===== config.mk =====
export PLATFORM = sky130hd
export DESIGN_NAME = ula_port
export DESIGN_NICKNAME = d
export VERILOG_FILES = /design/src/rtl/ula_port.sv
export SDC_FILE = /design/constraint.sdc
export NUM_CORES = 1
export LEC_CHECK = 0
export CAP_MARGIN = 5
export CORE_MARGIN = 8
export CORE_UTILIZATION = 30
export CTS_CLUSTER_SIZE = 25
export DETAILED_ROUTE_END_ITERATION = 7
export GPL_TIMING_DRIVEN = 0
export MAX_ROUTING_LAYER = met4
export PLACE_DENSITY = 0.66
export SETUP_SLACK_MARGIN = 0.1
export SLEW_MARGIN = 15
export SYNTH_ARGS = -nofsm -noshare
export SYNTH_HDL_FRONTEND = slang
export SYNTH_SLANG_ARGS = --single-unit

===== constraint.sdc =====
create_clock -name clk -period 2.2 [get_ports clk]
set_input_delay 0.44 -clock clk [delete_from_list [all_inputs] [get_ports clk]]
set_output_delay 0.44 -clock clk [all_outputs]
set_load 0.1 [all_outputs]

===== src/rtl/ula_port.sv =====
// Spectrum ULA control: port 0xFE OUT latch, IN byte assembly, EAR synchroniser,
// frame counter with fixed-width interrupt pulse and FLASH phase.
module ula_port #(
  parameter int unsigned FRAME_CLKS = 500000,
  parameter int unsigned INT_CLKS   = 160
) (
  input  logic        clk,
  input  logic        reset,
  input  logic        n_iorq,
  input  logic        n_rd,
  input  logic        n_wr,
  input  logic [15:0] cpu_addr,
  input  logic [7:0]  cpu_dout,
  input  logic [4:0]  key_data,
  input  logic        ear_in,
  output logic        io_sel,
  output logic [7:0]  io_dout,
  output logic [2:0]  border,
  output logic        mic,
  output logic        speaker,
  output logic        int_n,
  output logic        flash
);

  localparam int unsigned FW = (FRAME_CLKS > 1) ? $clog2(FRAME_CLKS) : 1;
  localparam logic [FW-1:0] FCNT_LAST    = FW'(FRAME_CLKS - 1);
  localparam logic [FW-1:0] FCNT_INT_END = FW'(INT_CLKS);

  logic          wr_io;
  logic          write_ev;
  logic          wrap;
  logic          wr_io_q;
  logic          ear_meta_q, ear_sync_q;
  logic [FW-1:0] fcnt_q, fcnt_d;
  logic [4:0]    fnum_q, fnum_d;
  logic          int_n_q, int_n_d;
  logic [2:0]    border_q, border_d;
  logic          mic_q, mic_d;
  logic          speaker_q, speaker_d;

  // Only address bit 0 and data bits 4:0 participate in the decode/latch.
  logic unused_bits;
  assign unused_bits = ^{cpu_addr[15:1], cpu_dout[7:5]};

  always_comb begin
    wr_io     = !n_iorq && !n_wr && !cpu_addr[0];
    io_sel    = !n_iorq && !n_rd && !cpu_addr[0];
    write_ev  = wr_io && !wr_io_q;
    wrap      = (fcnt_q == FCNT_LAST);
    fcnt_d    = wrap ? '0 : fcnt_q + 1'b1;
    fnum_d    = wrap ? fnum_q + 5'd1 : fnum_q;

    int_n_d   = int_n_q;
    if (wrap) begin
      int_n_d = 1'b0;
    end else if (fcnt_d == FCNT_INT_END) begin
      int_n_d = 1'b1;
    end

    border_d  = border_q;
    mic_d     = mic_q;
    speaker_d = speaker_q;
    if (write_ev) begin
      border_d  = cpu_dout[2:0];
      mic_d     = cpu_dout[3];
      speaker_d = cpu_dout[4];
    end
  end

  always_ff @(posedge clk) begin
    if (reset) begin
      wr_io_q    <= 1'b0;
      ear_meta_q <= 1'b0;
      ear_sync_q <= 1'b0;
      fcnt_q     <= '0;
      fnum_q     <= '0;
      int_n_q    <= 1'b1;
      border_q   <= '0;
      mic_q      <= 1'b0;
      speaker_q  <= 1'b0;
    end else begin
      wr_io_q    <= wr_io;
      ear_meta_q <= ear_in;
      ear_sync_q <= ear_meta_q;
      fcnt_q     <= fcnt_d;
      fnum_q     <= fnum_d;
      int_n_q    <= int_n_d;
      border_q   <= border_d;
      mic_q      <= mic_d;
      speaker_q  <= speaker_d;
    end
  end

  assign io_dout = {1'b1, ear_sync_q, 1'b1, key_data};
  assign border  = border_q;
  assign mic     = mic_q;
  assign speaker = speaker_q;
  assign int_n   = int_n_q;
  // fnum_q is itself a register, so its MSB is the registered FLASH phase.
  assign flash   = fnum_q[4];

endmodule


==> impl_metrics.ini <==
[floorplanning]
die_w_um = 90.2
ioPinCount = 51
fp.dieArea_um2 = 8130
die_h_um = 90.2
core.rowCount = 27
core_um2 = 5410
start_util = 0.305

[placement]
place_inst = 283
hpwlAfterDp_um = 2550
gp_congestion = 0.813
io_buffer_count = 25
placed_cell_area_um2 = 2000

[yosys]
synth-xor-area-share = 0.111
synth_warnings = 0
synth_ff_type = dfxtp_1
synth_top_family_by_area = simple AND/OR/NAND/NOR gates
synthSimpleGateAreaFrac = 0.309
synth_area_um2 = 1650
synthMuxAreaShare = 0.0561
syn_avg_cell_area_um2 = 8.92
synth_seq_cells = 33
netlist-cell-type-count = 37
synth_compound_area_frac = 0.0296
synth_edf_count = 0
synthCells = 185
async_reset_ff_frac = 0
yosys.area_share.adder = 0.0152
synth-seq-area-share = 0.400

[drt]
drt-total-wl_um = 3420
drcViolationCount = 0
dr_total_vias = 1374
drt_iter0_drc = 54
drt_pass1_iterations = 4
ant_nets = 0
viasPerCell = 4.67
wl_per_cell_um = 11.6

[timing]
hold_violations = 0
tightest_slew_ps = 979
setup_violations = 0
slew_viol_final = 0
max_freq_mhz = 482
period_needed_ps = 2080
period_share = 0.944
rsz0062_at_grt = true
maxSlewHeadroom = 0.350
tns_ps = 0
fin_skew_ps = 6.90

[clock_network]
clockRootBuffer = clkbuf_8
cts_tree = done
clk_path_buf_depth = 2
clock-sinks = 33
clkLatencyLatePin_ps = 290
cts.htree.levels = 2
clkTransAtPathRegs_ps = 70
numCtsBuffers = 5
postCtsHoldBufs = 0

[setup_path]
cp_cell_sequence = buf_4 -> clkdlybuf4s50_1
crit_required_ps = 1760
endpoint_kind = output port
critical_path_class = in2out
crit_family = buffers and inverters
slowest_stage = clkdlybuf4s50_1
path_max_fanout = 1
max_stage_delay_ps = 1120
start_kind = input port
cp_num_buf_inv = 2
arrival_ps = 1640

[grt]
grt.overflow.total = 0
grt_pass1_wl_um = 5910
grt_start_max_net_pins = 12
grt_antenna_before_repair = 0
gr-usage-all-layers = 0.0904
grt_pass1_vias = 1309

[final_layout]
mostFrequentLayoutCell = nor2_1
nets = 258
stdcell_count = 294
syn_to_final_growth_pct = 28.9
drive_above_1_share = 0.189
fin_area_um2 = 2130
n_antenna_cell = 0
final_cell_mix = 36 x nor2_1, 31 x dfxtp_1, 16 x clkdlybuf4s50_1

[run_status]
status = finished, final reports clean

[pwr]
p_per_area_nw_per_um2 = 578
p_total_uw = 1230
p_leak_uw = 0.000793
vdd_ir_drop_max_mv = 0.175

[job]
maxCapViolations = 0

[min_path]
hold_class = reg2reg
[cell type report]
| cell class | count | area, um^2 |
|---|---|---|
| fillers | 567 | 3280 |
| multi-input cells | 134 | 903 |
| flip-flops and latches | 33 | 663 |
| repair buffers | 28 | 258 |
| plain buffers | 17 | 119 |
| well taps | 72 | 90.1 |
| clock buffers | 5 | 68.8 |
| clock inverters | 3 | 17.5 |
| inverters | 2 | 7.51 |
[stage by stage]
step / hold WS (ps) / utilization / setup slack (ps)
6_report: 458 / 0.394 / 124
5_1_grt: 483 / 0.394 / 77.1
4_1_cts: 462 / 0.392 / 90.0
3_5_place_dp: 447 / 0.370 / -485
3_3_place_gp: 426 / 0.370 / -473
2_1_floorplan: 414 / - / 111
[cells by family (layout without fill, tap and decap cells)]
logic type | after synthesis | count (layout)
AOI/OAI and AO/OA | 6 | 6
xor gates and xnor gates | 21 | 21
adders and majority gates | 2 | 2
buffers and inverters | 19 | 55
DFF | 33 | 33
muxes | 9 | 9
other | 1 | 2
and+or+nand+nor | 94 | 94
[sequential cells by signal, summed over array words and instances (netlist names)]
signal and count:
int_n 1, speaker 1, fnum_q 5, fcnt_q 19
border 3, wr_io_q 1, ear_meta_q 1, ear_sync_q 1
mic 1
[synth_stat cells, types with 2 or more instances]
| cell type | instances | area [um^2] |
|---|---|---|
| buf_6 | 2 | 22.5 |
| nor2_1 | 37 | 139 |
| nor4_1 | 6 | 37.5 |
| mux2i_1 | 7 | 70.1 |
| nand3_1 | 7 | 35.0 |
| nor2b_1 | 3 | 18.8 |
| xnor2_1 | 9 | 78.8 |
| nand2_1 | 9 | 33.8 |
| clkbuf_1 | 4 | 15.0 |
| buf_4 | 10 | 75.1 |
| and4_1 | 2 | 17.5 |
| mux2_2 | 2 | 22.5 |
| a22oi_1 | 2 | 15.0 |
| xor2_1 | 12 | 105 |
| ha_1 | 2 | 25.0 |
| inv_1 | 2 | 7.51 |
| nor3_1 | 7 | 35.0 |
| nand4_1 | 11 | 68.8 |
| dfxtp_1 | 33 | 661 |
[path summary, 6_finish.rpt]
kind	from	end	slack, ps	cells after the start
max	key_data[1]	io_dout[1]	120	2
min	ear_meta_q$_SDFF_PP0_	ear_sync_q$_SDFF_PP0_	460	1
max reg2reg	fcnt_q[0]$_SDFF_PP0_	int_n$_SDFFE_PP1P_	170	7
min reg2reg	ear_meta_q$_SDFF_PP0_	ear_sync_q$_SDFF_PP0_	460	1
[per-layer routing]
metal / part of all wire / global-route usage / up-vias
li1: - / - / 707
met1: 0.50 / 0.109 / 629
met2: 0.42 / 0.128 / 32
met3: 0.059 / 0.0374 / 6
met4: 0.017 / 0.0416 / 0
met5: 0 / - / -
[where the power goes]
part	internal, uW	leakage [uW]	switching, uW	total (uW)
Clock	218	0.0000439	223	441
Sequential	608	0.000268	8.42	616
Combinational	56.2	0.000481	117	173
[what timing repair did]
action | in CTS | in global routing
cloned | 0 | 0
pin swaps | 1 | 1
buffers inserted | 3 | 0
setup endpoints to repair | 29 | 6
resized for setup | 17 | 6
(Power assumes the default switching activity.)
